## src/rtl/lsu_pkg.sv

```systemverilog
// Shared types and helpers for the load/store unit: access-size encodings,
// controller states and the byte-count decode.
package lsu_pkg;

  localparam int DATA_W = 64;

  localparam logic [1:0] SIZE_B = 2'b00;
  localparam logic [1:0] SIZE_H = 2'b01;
  localparam logic [1:0] SIZE_W = 2'b10;
  localparam logic [1:0] SIZE_D = 2'b11;

  typedef enum logic [2:0] {IDLE, RD, RD_WAIT, WR, RESP, FAULT} state_t;

  function automatic logic [3:0] size_bytes(input logic [1:0] size);
    case (size)
      SIZE_B:  size_bytes = 4'd1;
      SIZE_H:  size_bytes = 4'd2;
      SIZE_W:  size_bytes = 4'd4;
      default: size_bytes = 4'd8;
    endcase
  endfunction

endpackage

```

## src/rtl/lsu_align.sv

```systemverilog
// Combinational byte lane logic: extracts and extends a load field from a
// doubleword, and merges store bytes into a previously read doubleword.
module lsu_align
  import lsu_pkg::*;
(
  input  logic [1:0]        size,
  input  logic              sign,
  input  logic [2:0]        off,
  input  logic [DATA_W-1:0] rdata,
  input  logic [DATA_W-1:0] wdata,
  output logic [DATA_W-1:0] ldata,
  output logic [DATA_W-1:0] mdata
);

  logic [5:0]        bit_off;
  logic [3:0]        last;
  logic [DATA_W-1:0] field;
  logic [DATA_W-1:0] wshift;
  logic [DATA_W-1:0] mask;

  assign bit_off = {off, 3'b000};
  assign field   = rdata >> bit_off;
  assign wshift  = wdata << bit_off;
  // One past the highest byte lane the access touches.
  assign last    = {1'b0, off} + size_bytes(size);

  always_comb begin
    mask = '0;
    for (int i = 0; i < 8; i++) begin
      if ((4'(i) >= {1'b0, off}) && (4'(i) < last)) mask[8*i +: 8] = 8'hFF;
    end
  end

  always_comb begin
    ldata = field;
    case (size)
      SIZE_B:  ldata = {{56{sign & field[7]}},  field[7:0]};
      SIZE_H:  ldata = {{48{sign & field[15]}}, field[15:0]};
      SIZE_W:  ldata = {{32{sign & field[31]}}, field[31:0]};
      default: ldata = field;
    endcase
  end

  assign mdata = (rdata & ~mask) | (wshift & mask);

endmodule

```

## src/rtl/load_store_unit.sv

```systemverilog
// Load/store unit in front of a 64-bit word-indexed DataMemory without byte
// enables: sub-dword stores run as read-modify-write, faults answer at once.
module load_store_unit
  import lsu_pkg::*;
#(
  parameter int DEPTH = 64
) (
  input  logic        Clock,
  input  logic        Reset,
  input  logic        ReqValid,
  output logic        ReqReady,
  input  logic        ReqWrite,
  input  logic [1:0]  ReqSize,
  input  logic        ReqSigned,
  input  logic [63:0] ReqAddr,
  input  logic [63:0] ReqWData,
  output logic        RespValid,
  output logic [63:0] RespData,
  output logic        RespFault,
  output logic [63:0] MemAddress,
  output logic [63:0] MemWriteData,
  output logic        MemRead,
  output logic        MemWrite,
  input  logic [63:0] MemReadData
);

  state_t      state, state_nx;
  logic        accept;
  logic        misaligned;
  logic        out_of_range;
  logic        req_fault;

  logic        req_write;
  logic [1:0]  req_size;
  logic        req_signed;
  logic [2:0]  req_off;
  logic [63:0] req_wdata;
  logic [63:0] rdata_p1;
  logic [63:0] mem_idx;
  logic [63:0] ldata;
  logic [63:0] mdata;

  always_comb begin
    case (ReqSize)
      SIZE_B:  misaligned = 1'b0;
      SIZE_H:  misaligned = ReqAddr[0];
      SIZE_W:  misaligned = |ReqAddr[1:0];
      default: misaligned = |ReqAddr[2:0];
    endcase
  end

  assign out_of_range = {3'b000, ReqAddr[63:3]} >= 64'(DEPTH);
  assign req_fault    = misaligned | out_of_range;
  assign accept       = ReqValid & (state == IDLE);

  lsu_align u_align (
    .size  (req_size),
    .sign  (req_signed),
    .off   (req_off),
    .rdata (rdata_p1),
    .wdata (req_wdata),
    .ldata (ldata),
    .mdata (mdata)
  );

  always_ff @(posedge Clock or posedge Reset) begin
    if (Reset) begin
      state      <= IDLE;
      req_write  <= 1'b0;
      req_size   <= 2'b00;
      req_signed <= 1'b0;
      req_off    <= 3'b000;
      req_wdata  <= '0;
      rdata_p1   <= '0;
      mem_idx    <= '0;
    end else begin
      state <= state_nx;
      if (accept) begin
        req_write  <= ReqWrite;
        req_size   <= ReqSize;
        req_signed <= ReqSigned;
        req_off    <= ReqAddr[2:0];
        req_wdata  <= ReqWData;
        // A faulting request never reaches memory, so the address bus keeps its last value.
        if (!req_fault) mem_idx <= {3'b000, ReqAddr[63:3]};
      end
      if (state == RD_WAIT) rdata_p1 <= MemReadData;
    end
  end

  always_comb begin
    state_nx     = state;
    ReqReady     = 1'b0;
    RespValid    = 1'b0;
    RespFault    = 1'b0;
    RespData     = '0;
    MemRead      = 1'b0;
    MemWrite     = 1'b0;
    MemWriteData = '0;
    MemAddress   = mem_idx;
    case (state)
      IDLE: begin
        ReqReady = 1'b1;
        if (ReqValid) begin
          if (req_fault)                         state_nx = FAULT;
          else if (ReqWrite && ReqSize == SIZE_D) state_nx = WR;
          else                                    state_nx = RD;
        end
      end
      RD: begin
        MemRead  = 1'b1;
        state_nx = RD_WAIT;
      end
      RD_WAIT: begin
        MemRead  = 1'b1;
        state_nx = req_write ? WR : RESP;
      end
      WR: begin
        MemWrite     = 1'b1;
        MemWriteData = mdata;
        state_nx     = RESP;
      end
      RESP: begin
        RespValid = 1'b1;
        if (!req_write) RespData = ldata;
        state_nx  = IDLE;
      end
      FAULT: begin
        RespValid = 1'b1;
        RespFault = 1'b1;
        state_nx  = IDLE;
      end
      default: state_nx = IDLE;
    endcase
  end

endmodule

```

## config.mk

```make
export PLATFORM = sky130hd
export DESIGN_NAME = load_store_unit
export DESIGN_NICKNAME = d
export VERILOG_FILES = /design/src/rtl/lsu_pkg.sv /design/src/rtl/lsu_align.sv /design/src/rtl/load_store_unit.sv
export SDC_FILE = /design/constraint.sdc
export NUM_CORES = 1
export LEC_CHECK = 0
export ABC_AREA = 1
export BUFFER_PORTS_ARGS = -buffer_cell sky130_fd_sc_hd__buf_2
export CAP_MARGIN = 20
export CORE_ASPECT_RATIO = 0.7
export CORE_MARGIN = 5
export CORE_UTILIZATION = 54
export CTS_BUF_LIST = sky130_fd_sc_hd__clkbuf_2
export DETAILED_ROUTE_END_ITERATION = 7
export PLACE_DENSITY = 0.84
export SLEW_MARGIN = 10
export SYNTH_ARGS = -nofsm -noshare
export SYNTH_HDL_FRONTEND = slang
export SYNTH_SLANG_ARGS = --single-unit
```

## constraint.sdc

```tcl
create_clock -name Clock -period 8.1 [get_ports Clock]
set_input_delay 1.62 -clock Clock [delete_from_list [all_inputs] [get_ports Clock]]
set_output_delay 1.62 -clock Clock [all_outputs]
set_load 0.03 [all_outputs]
```

==> impl_metrics.py, run 1 <==
metrics = {
    "clock_tree": {
        "postCtsSetupRepairBufs": 0,
        "ctsHtreeMaxLevel": 4,
        "cts-root-buf": "clkbuf_2",
        "cts_inserted_buffers": 17,
        "worstSkewPairLatency_ns": 0.90,
        "hold_buffers": 0,
        "clock_sink_count": 199,
        "ctsLongestPathBuffers": 2,
        "tritoncts": "built",
        "post_cts_resized": 0,
        "worst_setup_hold_path_clk_slew_ns": 0.36,
    },
    "power_and_ir_drop": {
        "ir_drop_uv": 266,
        "switching_share_of_power_pct": 61.5,
        "comb_power_share_pct": 66.5,
        "pwr-share-seq_pct": 24.9,
        "power.leakage_nw": 8.49,
        "p_int_mw": 2.57,
        "power_density_mw_per_mm2": 451,
        "power.clock.fraction_pct": 8.6,
        "netSwitchingPower_mw": 4.11,
    },
    "sta": {
        "setup_viol": 0,
        "timing.final.max_slew_violations": 0,
        "layout_worst_path_cycle_share_pct": 74.3,
        "layout_setup_ws_ns": 2.08,
        "final.setup.tns_ns": 0,
        "finalHoldViolations": 0,
        "max-slew-margin-rel_pct": 33.9,
        "clock_skew_ns": 0.0468,
        "unrepaired_setup_endpoints_after_global_routing": "no",
        "finalWorstPathRequiredPeriod_ns": 6.02,
        "worst_pin_slew_ns": 0.989,
        "f_max_mhz": 166,
    },
    "routing": {
        "firstDrtPassIters": 6,
        "finalWirelength_um": 53800,
        "remaining_drc_errors": 0,
        "met3_wirelength_um": 7350,
        "routed_wirelength_normalized_by_instance_count_um": 21.2,
        "wl_met1_um": 22100,
        "via_per_inst": 5.68,
        "detail_route_met2_wl_um": 22900,
        "dr_total_vias": 14400,
        "drtAntennaViolNets": 0,
        "drt-initial-drc-count": 1878,
        "dr.max_layer_used": "met4",
    },
    "synth": {
        "synth.largest_area_cell": "dfrtp_1",
        "synth_simple_gate_area_share_pct": 29.6,
        "synthMuxAreaShare_pct": 0.0795,
        "synth_edf_count": 0,
        "synth_seq_area_share_pct": 39.6,
        "async_flop_share_pct": 100,
        "yosys_most_used_dff": "dfrtp_1",
        "synth-compound-area-share_pct": 18.5,
        "synth.top_cells.by_area": "dfrtp_1, nand2_1, o21ai_0",
        "syn_area_sq_mm": 0.0126,
        "post_synth_inst_count": 1902,
        "synth.ff_latch_count": 199,
        "post_synth.cell_area_avg_sq_um": 6.62,
        "synth.distinct_cells": 51,
        "main_combinational_cell_family_by_area_after_synthesis": "simple AND/OR/NAND/NOR gates",
        "synth-xor-area-share_pct": 0.129,
        "post_synthesis_share_of_cell_area_spent_on_full_adders_half_adders_and_majority_gates_pct": 0.457,
        "yosys_warnings": 0,
        "synth_top_area_share_pct": 39.6,
    },
    "finish": {
        "drive_gt1_share_pct": 22.3,
        "sequential_cell_area_sq_mm": 0.00498,
        "multi_input_area_sq_mm": 0.00616,
        "area.growth.synth_to_final_pct": 17.5,
        "design.final.nets": 2410,
        "layoutNonFillerInstCount": 2533,
        "num-fill-cells": 2147,
    },
    "die": {
        "floorplan.core_area_sq_mm": 0.0228,
        "die_h_um": 138,
        "die_width_um": 192,
        "total_i_o_pin_count": 396,
        "dieArea_sq_mm": 0.0265,
        "initial_core_util_pct": 55.2,
        "rows": 46,
    },
    "setup_path": {
        "worst-endpoint-arrival_ns": 4.40,
        "critPathLaunchType": "register",
        "r2r_setup_slack_ns": 4.64,
        "timing.critical_path.to_type": "primary output",
        "worst_r2r_path_depth": 8,
        "crit_path_required_time_ns": 6.48,
        "critical_path_peak_fanout": 42,
        "setup.worst_path.start": "req_off[1]$_DFFE_PP0P_",
        "timing.rr.start": "state[0]$_DFFE_PP0P_",
        "crit_end": "MemWriteData[39]",
        "timing_worst_setup_path_type": "register to primary output",
        "endpoint_of_the_worst_register_to_register_path": "req_wdata[30]$_DFFE_PP0P_",
    },
    "placed_design": {
        "dp.final_hpwl_um": 41500,
        "dp_worst_setup_slack_ns": 3.17,
        "gp_routability_congestion": 1.02,
        "placement.io_buffers": 392,
        "number_of_cells_after_detailed_placement": 2499,
    },
    "global_route": {
        "grt_util_all_layers_pct": 39.7,
        "maximum_number_of_pins_on_one_net_before_global_route_repair": 120,
        "antenna_found_initial": 1,
        "gr-total-overflow": 0,
        "first_pass_grt_wire_length_um": 78900,
        "grt_pass1_vias": 13400,
    },
    "outcome": {
        "outcome": "completed",
    },
    "min_path": {
        "hp-class": "register to register",
    },
    "run": {
        "maxCapViolCount": 0,
    },
}
-- power groups by stage --
stage | Clock [mW] | Combinational [mW] | Sequential [mW]
after floorplan | 0 | 3.04 | 1.51
after global placement | 0 | 4.19 | 1.65
after detailed placement | 0 | 4.24 | 1.65
after CTS | 0.570 | 4.25 | 1.64
after global routing | 0.609 | 4.75 | 1.69
final | 0.574 | 4.44 | 1.66
-- cells in the final DEF (no fill, tap or decap), types with 10 or more instances in the layout --
master,count
buf_2,392
nor3_1,23
dfrtp_1,198
nor2_1,140
buf_4,14
o21ai_0,218
nand2_2,11
nor3_2,11
o21ai_1,93
nand2_1,627
a21oi_1,79
clkbuf_2,17
inv_1,216
nand3_1,64
o22ai_1,19
inv_2,10
-- layout make-up --
class / instances / share of cell area [%]
antenna: 1 / 0.0169
clock buffer: 17 / 0.575
clock inverter: 15 / 1.40
inverter: 229 / 5.89
multi-input combinational: 1353 / 41.6
sequential: 199 / 33.7
tap: 312 / 2.64
timing repair buffer: 407 / 14.2
-- Yosys cell counts, types with 2 or more instances --
| cell type | number |
|---|---|
| nand2_1 | 627 |
| o21ai_0 | 218 |
| inv_1 | 217 |
| dfrtp_1 | 199 |
| nor2_1 | 141 |
| o21ai_1 | 93 |
| a21oi_1 | 79 |
| nand3_1 | 65 |
| clkbuf_1 | 47 |
| buf_2 | 45 |
| nor3_1 | 24 |
| o22ai_1 | 19 |
| buf_4 | 15 |
| buf_1 | 11 |
| nand2_2 | 11 |
| inv_2 | 10 |
| nor3_2 | 10 |
| and3_1 | 7 |
| o21a_1 | 7 |
| buf_6 | 5 |
| nor2_4 | 5 |
| o211ai_1 | 5 |
| a21oi_2 | 3 |
| a22oi_1 | 3 |
| a31oi_1 | 3 |
| ha_1 | 3 |
| and2_0 | 2 |
| nor2_2 | 2 |
| o211a_1 | 2 |
| o211ai_2 | 2 |
| o221ai_1 | 2 |
-- cell families (layout without fill, tap and decap cells) --
logic type / after synthesis / in the layout
AND/OR/NAND/NOR: 904 / 904
AO/OA/AOI/OAI: 440 / 440
buffers and inverters: 352 / 668
flip-flops: 199 / 199
adder cells (fa/ha/maj): 4 / 4
other: 1 / 4
XOR/XNOR: 1 / 1
multiplexers: 1 / 1
-- flip-flops by register name (all words and copies together) (netlist names) --
name and flops:
req_off 3, req_wdata 64, rdata_p1 64, req_write 1, req_signed 1, req_size 2
state 3, MemAddress 61
-- metal layers --
layer  vias up  track usage, %
met4         0            10.6
met2       948            58.4
li1       6611               -
met1      6725            56.8
met3       116            12.5
met5         -               0
-- worst max-delay path: stages (launching register included) --
cell and delay (ns):
dfrtp_1 0.41, buf_4 0.38, inv_4 0.32, nor2_4 0.81, inv_2 0.53, o21ai_0 0.38
a21oi_1 0.18, nor2_1 0.19, nor2_1 0.08, buf_2 0.18
-- worst min path at each step --
stage,startpoint,end,slack (ns),depth (start not counted)
5_1_grt,MemAddress[35]$_DFFE_PP0P_,MemAddress[35]$_DFFE_PP0P_,0.52,2
3_5_place_dp,MemAddress[29]$_DFFE_PP0P_,MemAddress[29]$_DFFE_PP0P_,0.45,2
2_1_floorplan,req_wdata[62]$_DFFE_PP0P_,req_wdata[62]$_DFFE_PP0P_,0.44,2
4_1_cts,MemAddress[7]$_DFFE_PP0P_,MemAddress[7]$_DFFE_PP0P_,0.51,2
6_report,MemAddress[18]$_DFFE_PP0P_,MemAddress[18]$_DFFE_PP0P_,0.51,2
3_3_place_gp,MemAddress[6]$_DFFE_PP0P_,MemAddress[6]$_DFFE_PP0P_,0.44,2
-- stage by stage --
| stage | util, % | power, mW | hold WS, ns | area, sq um |
|---|---|---|---|---|
| 4_1_cts | 64.8 | 6.46 | 0.510 | 14800 |
| 3_5_place_dp | 63.5 | 5.89 | 0.447 | 14500 |
| 5_1_grt | 64.9 | 7.05 | 0.524 | 14800 |
| 3_3_place_gp | 63.5 | 5.84 | 0.444 | 14500 |
| 2_1_floorplan | - | 4.56 | 0.444 | 12600 |
| 6_report | 64.9 | 6.67 | 0.513 | 14800 |
Power figures use the tool's default switching activity.
==> inputs of run 2 (changes only) <==
--- a/config.mk
+++ b/config.mk
@@ -10,10 +10,10 @@
 export CAP_MARGIN = 20
 export CORE_ASPECT_RATIO = 0.7
 export CORE_MARGIN = 5
-export CORE_UTILIZATION = 54
+export CORE_UTILIZATION = 48
 export CTS_BUF_LIST = sky130_fd_sc_hd__clkbuf_2
 export DETAILED_ROUTE_END_ITERATION = 7
-export PLACE_DENSITY = 0.84
+export PLACE_DENSITY = 0.79
 export SLEW_MARGIN = 10
 export SYNTH_ARGS = -nofsm -noshare
 export SYNTH_HDL_FRONTEND = slang
==> constraint.sdc (replaced) <==
create_clock -name Clock -period 5.5 [get_ports Clock]
set_input_delay 1.1 -clock Clock [delete_from_list [all_inputs] [get_ports Clock]]
set_output_delay 1.1 -clock Clock [all_outputs]
set_load 0.03 [all_outputs]
==> run 2 against run 1 <==
Against the previous run:
- die area up 12%
- non-clock buffer count up 6
- final cell count up 1.0%
- clock-buffer cell count unchanged
- total power up 48%
- clock skew up 0.0040 ns
- sequential power up 51%
- design area up 0.74%
- flip-flop and latch count unchanged
- worst hold slack worse by 0.40 ns
- global-route usage down 4.1 points
- critical endpoint is now MemWriteData[9]
==> impl_metrics.py, run 2 (synthesis results as in run 1) <==
metrics = {
    "power_and_ir_drop": {
        "comb_power_share_pct": 65.6,
        "power_density_mw_per_mm2": 665,
        "netSwitchingPower_mw": 6.07,
        "p_int_mw": 3.85,
        "power.clock.fraction_pct": 9.2,
        "switching_share_of_power_pct": 61.2,
        "power.leakage_nw": 8.53,
        "pwr-share-seq_pct": 25.2,
        "ir_drop_uv": 325,
    },
    "clock_tree": {
        "clock_sink_count": 199,
        "tritoncts": "built",
        "cts-root-buf": "clkbuf_2",
        "worst_setup_hold_path_clk_slew_ns": 0.42,
        "worstSkewPairLatency_ns": 0.93,
        "ctsHtreeMaxLevel": 4,
        "cts_inserted_buffers": 17,
        "ctsLongestPathBuffers": 2,
        "postCtsSetupRepairBufs": 0,
    },
    "finish": {
        "mostFrequentLayoutCells": "nand2_1, buf_2, o21ai_0",
        "final_area_sq_mm": 0.0149,
        "drive_gt1_share_pct": 22.6,
        "layout.cells.most_common": "nand2_1",
        "design.final.nets": 2416,
        "finalCoreUtilization_pct": 57.9,
        "area.growth.synth_to_final_pct": 18.4,
    },
    "global_route": {
        "antenna_found_initial": 2,
        "grt_util_all_layers_pct": 35.6,
        "maximum_number_of_pins_on_one_net_before_global_route_repair": 178,
        "met1_layer_usage_reported_by_global_route_pct": 50.3,
        "globalRouteMet2Util_pct": 53.0,
        "gr-total-overflow": 0,
        "grt_pass1_vias": 13500,
        "grt.met3_usage_pct": 11.4,
        "first_pass_grt_wire_length_um": 80900,
        "global_route.peak_usage_layer": "met2",
    },
    "setup_path": {
        "critical_path_peak_fanout": 17,
        "critPathLaunchType": "register",
        "crit_path_required_time_ns": 4.40,
        "setup.worst_path.start": "req_size[1]$_DFFE_PP0P_",
        "timing_worst_setup_path_type": "register to primary output",
        "worst-endpoint-arrival_ns": 4.17,
        "timing.critical_path.to_type": "primary output",
        "timing.rr.start": "state[0]$_DFFE_PP0P_",
    },
    "die": {
        "die_h_um": 145,
        "die_width_um": 204,
        "floorplan.core_area_sq_mm": 0.0257,
        "rows": 49,
        "initial_core_util_pct": 48.9,
        "dieArea_sq_mm": 0.0296,
        "total_i_o_pin_count": 396,
    },
    "sta": {
        "finalWorstPathRequiredPeriod_ns": 5.27,
        "max-slew-margin-rel_pct": 31.1,
        "final.setup.tns_ns": 0,
        "unrepaired_setup_endpoints_after_global_routing": "no",
        "f_max_mhz": 190,
        "finalHoldViolations": 0,
        "clock_skew_ns": 0.0508,
        "timing.final.max_slew_violations": 0,
        "worst_pin_slew_ns": 1.03,
        "layout_worst_path_cycle_share_pct": 95.9,
        "setup_viol": 0,
    },
    "placed_design": {
        "dp.final_hpwl_um": 42700,
        "placement.io_buffers": 392,
        "gp_routability_congestion": 1.07,
        "placed_cell_area_sq_mm": 0.0146,
    },
    "routing": {
        "remaining_drc_errors": 0,
        "routed_wirelength_normalized_by_instance_count_um": 21.5,
        "finalWirelength_um": 55000,
        "dr_total_vias": 14500,
        "drtAntennaViolNets": 0,
        "drt-initial-drc-count": 1848,
        "via_per_inst": 5.65,
        "firstDrtPassIters": 6,
    },
    "run": {
        "maxCapViolCount": 0,
    },
    "min_path": {
        "hp-class": "input pin to async pin",
    },
    "outcome": {
        "outcome": "completed",
    },
}
run 2: changes by cell type in the layout (fill, tap and decap cells not counted), sizes merged:
| cell | delta |
|---|---|
| inv | -1 |
| buf | +6 |
| clkinvlp | +1 |
| diode | +1 |
run 2: cell type report:
type / instances / area (sq um)
diodes: 2 / 5.00
clock buffers: 17 / 85.1
clock inverters: 15 / 244
fillers: 2573 / 10800
inverters: 229 / 867
multi-input cells: 1353 / 6160
flip-flops and latches: 199 / 4980
well taps: 331 / 414
repair buffers: 413 / 2140
run 2: worst paths after layout:
path                            cells past startpoint  slack (ns)                    endpoint
worst max register to register                      8        2.40   req_wdata[30]$_DFFE_PP0P_
min in group Clock                                  3        0.32    rdata_p1[28]$_DFFE_PP0N_
worst min register to register                      2        0.51  MemAddress[21]$_DFFE_PP0P_
worst min-delay path                                2        0.11  MemAddress[38]$_DFFE_PP0P_
worst max-delay path                               12        0.23             MemWriteData[9]
max in group asynchronous                           3        3.95   req_wdata[29]$_DFFE_PP0P_
run 2: repair_timing:
action	in CTS	in global routing
setup endpoints to repair	0	10
gates resized for setup	0	2
hold buffers	0	0
run 2: power by group through the flow:
stage	registers, mW	clock network (mW)	logic, mW
after floorplan	2.23	0	4.48
after global placement	2.48	0	6.16
after detailed placement	2.49	0	6.23
after CTS	2.47	0.908	6.26
after global routing	2.53	0.961	6.97
final	2.50	0.911	6.50
run 2: worst max-delay path, cell delays in order (launching register included):
cell and delay (ns):
dfrtp_2 0.64, nor2_2 0.28, ha_1 0.22, inv_1 0.05, fa_1 0.41, xor2_2 0.35, inv_2 0.10, nor2_4 0.15
nand2_1 0.26, nand3_1 0.15, nand2_1 0.06, nor2_1 0.29, buf_2 0.28
run 2: per-stage QoR:
step,power (mW),hold slack (ns),worst slack [ns],cells
floorplan,6.71,0.444,1.70,1904
global placement,8.64,0.444,1.28,2525
detailed placement,8.72,0.446,1.23,2525
CTS,9.63,0.0791,0.141,2557
global route,10.5,0.0679,0.0457,2558
finish,9.91,0.111,0.228,2559
run 2: metal layers:
| metal | wire length, um | vias up |
|---|---|---|
| met5 | 7 | - |
| met4 | 1530 | 2 |
| met3 | 7450 | 105 |
| met2 | 23700 | 958 |
| met1 | 22300 | 6746 |
| li1 | - | 6639 |
==> inputs of run 3 (changes only) <==
--- a/config.mk
+++ b/config.mk
@@ -14,6 +14,7 @@
 export CTS_BUF_LIST = sky130_fd_sc_hd__clkbuf_2
 export DETAILED_ROUTE_END_ITERATION = 7
 export PLACE_DENSITY = 0.79
+export REMOVE_ABC_BUFFERS = 1
 export SLEW_MARGIN = 10
 export SYNTH_ARGS = -nofsm -noshare
 export SYNTH_HDL_FRONTEND = slang
==> run 3 against run 2 <==
Against the previous run:
- clock-buffer cell count is the same
- critical path depth is the same
- non-clock buffer count shrank 2
- register-to-register slack gained 0.32 ns
- clock skew grew 0.00082 ns
- largest power group unchanged
- flip-flop and latch count is the same
- design area shrank 0.81%
==> impl_metrics.py, run 3 (synthesis results as in run 1) <==
metrics = {
    "outcome": {
        "outcome": "completed",
    },
    "finish": {
        "mostFrequentLayoutCells": "nand2_1, buf_2, o21ai_0",
        "design.final.nets": 2414,
        "layout.cells.most_common": "nand2_1",
        "area.growth.synth_to_final_pct": 17.5,
        "finalCoreUtilization_pct": 57.4,
        "layoutNonFillerInstCount": 2556,
        "drive_gt1_share_pct": 22.6,
    },
    "sta": {
        "unrepaired_setup_endpoints_after_global_routing": "yes",
        "finalHoldViolations": 0,
        "timing.final.max_slew_violations": 0,
        "setup_viol": 0,
        "f_max_mhz": 188,
        "finalWorstPathRequiredPeriod_ns": 5.33,
        "final.setup.tns_ns": 0,
        "worst_pin_slew_ns": 1.06,
        "layout_setup_ws_ns": 0.171,
        "clock_skew_ns": 0.0516,
        "layout_worst_path_cycle_share_pct": 96.9,
        "max-slew-margin-rel_pct": 29.4,
    },
    "die": {
        "dieArea_sq_mm": 0.0296,
        "total_i_o_pin_count": 396,
        "die_h_um": 145,
        "initial_core_util_pct": 48.9,
        "rows": 49,
        "die_width_um": 204,
        "floorplan.core_area_sq_mm": 0.0257,
    },
    "global_route": {
        "gr-total-overflow": 0,
        "first_pass_grt_wire_length_um": 76800,
        "antenna_found_initial": 5,
        "maximum_number_of_pins_on_one_net_before_global_route_repair": 131,
        "grt_util_all_layers_pct": 32.9,
        "grt_pass1_vias": 13600,
    },
    "routing": {
        "remaining_drc_errors": 0,
        "finalWirelength_um": 50600,
        "drt-initial-drc-count": 1954,
        "dr_total_vias": 14400,
        "drtAntennaViolNets": 0,
        "routed_wirelength_normalized_by_instance_count_um": 19.8,
        "via_per_inst": 5.62,
        "firstDrtPassIters": 6,
    },
    "setup_path": {
        "timing.critical_path.to_type": "primary output",
        "worst_path_max_delay_cell": "dfrtp_2",
        "critical_path_peak_fanout": 17,
        "crit_path_required_time_ns": 4.40,
        "timing_worst_setup_path_type": "register to primary output",
        "critPathLaunchType": "register",
        "max_stage_delay_ns": 0.65,
        "timing.critical_path.cells": "nor2_2 > ha_1 > inv_1 > fa_1 > xor2_2 > inv_2 > nor2_4 > nand2_2 > nand3_1 > nand2_1 > nor2_1 > buf_2",
        "worst-endpoint-arrival_ns": 4.23,
        "critical_path.n_buffers_inverters": 3,
        "critical-path-top-delay-family": "simple AND/OR/NAND/NOR gates",
    },
    "placed_design": {
        "number_of_cells_after_detailed_placement": 2523,
        "gp_routability_congestion": 0.998,
        "dp_worst_setup_slack_ns": 0.932,
        "placement.io_buffers": 392,
        "dp.final_hpwl_um": 36900,
    },
    "clock_tree": {
        "clock_sink_count": 199,
        "cts_inserted_buffers": 17,
        "postCtsSetupRepairBufs": 0,
        "worstSkewPairLatency_ns": 0.84,
        "tritoncts": "built",
        "hold_buffers": 0,
        "cts-root-buf": "clkbuf_2",
        "ctsHtreeMaxLevel": 4,
        "ctsLongestPathBuffers": 2,
        "worst_setup_hold_path_clk_slew_ns": 0.34,
    },
    "power_and_ir_drop": {
        "power_density_mw_per_mm2": 642,
        "design_power_total_mw": 9.49,
        "power.leakage_nw": 8.47,
        "ir_drop_uv": 390,
    },
    "run": {
        "maxCapViolCount": 0,
    },
    "min_path": {
        "hp-class": "input pin to async pin",
    },
}
==> run 3: changes by cell type in the layout (fill, tap and decap cells not counted), sizes merged <==
| cell | change |
|---|---|
| bufinv | +1 |
| inv | -1 |
| clkinv | -1 |
| buf | -2 |
==> run 3: layer usage <==
layer  GRT usage [%]  routed length, um  up-vias
met3            9.85               6800      136
met1            46.2              20400     6582
met4            9.84               1540        4
met5               0                 29        -
met2            49.5              21800     1023
li1                -                  -     6626
==> run 3: layout make-up <==
type	instances	area [sq um]
sequential	199	4990
inverter	229	871
clock inverter	14	139
clock buffer	17	85.1
multi-input combinational	1353	6170
antenna	2	5.00
timing repair buffer	411	2120
fill	2604	11000
tap	331	414
==> run 3: power by group <==
group,leakage [nW],total [mW],internal (mW),switching [mW]
clock,0.141,0.743,0.178,0.565
combinational,5.79,6.27,1.65,4.62
sequential,2.54,2.48,1.96,0.510
total,8.47,9.49,3.80,5.69
==> run 3: worst register-to-register path: stages (launching register included) <==
cell and delay (ns):
dfrtp_1 0.48, nor2_1 0.16, nand2_1 0.11, inv_2 0.08
nand2_1 0.04, buf_4 0.24, inv_2 0.46, buf_4 0.72
nand2_1 0.30, o21ai_0 0.13
==> run 3: what timing repair did <==
item,4_1_cts,5_1_grt
pin swaps,0,1
gates resized for setup,1,1
setup endpoints to repair,8,63
==> run 3: final timing paths <==
path	from	endpoint	slack (ns)	cells past startpoint
min in group Clock	MemReadData[36]	rdata_p1[36]$_DFFE_PP0N_	0.42	3
min	Reset	req_size[1]$_DFFE_PP0P_	0.42	2
max in group asynchronous	Reset	req_write$_DFFE_PP0P_	4.00	3
max reg2reg	state[0]$_DFFE_PP0P_	req_wdata[0]$_DFFE_PP0P_	2.72	9
min reg2reg	MemAddress[15]$_DFFE_PP0P_	MemAddress[15]$_DFFE_PP0P_	0.50	2
max	req_size[1]$_DFFE_PP0P_	MemWriteData[3]	0.17	12
==> run 3: per-stage QoR <==
stage          hold WS (ns)  area [sq um]
2_1_floorplan         0.444         12000
3_3_place_gp          0.444         14600
3_5_place_dp          0.446         14600
4_1_cts               0.368         14800
5_1_grt               0.331         14800
6_report              0.416         14800
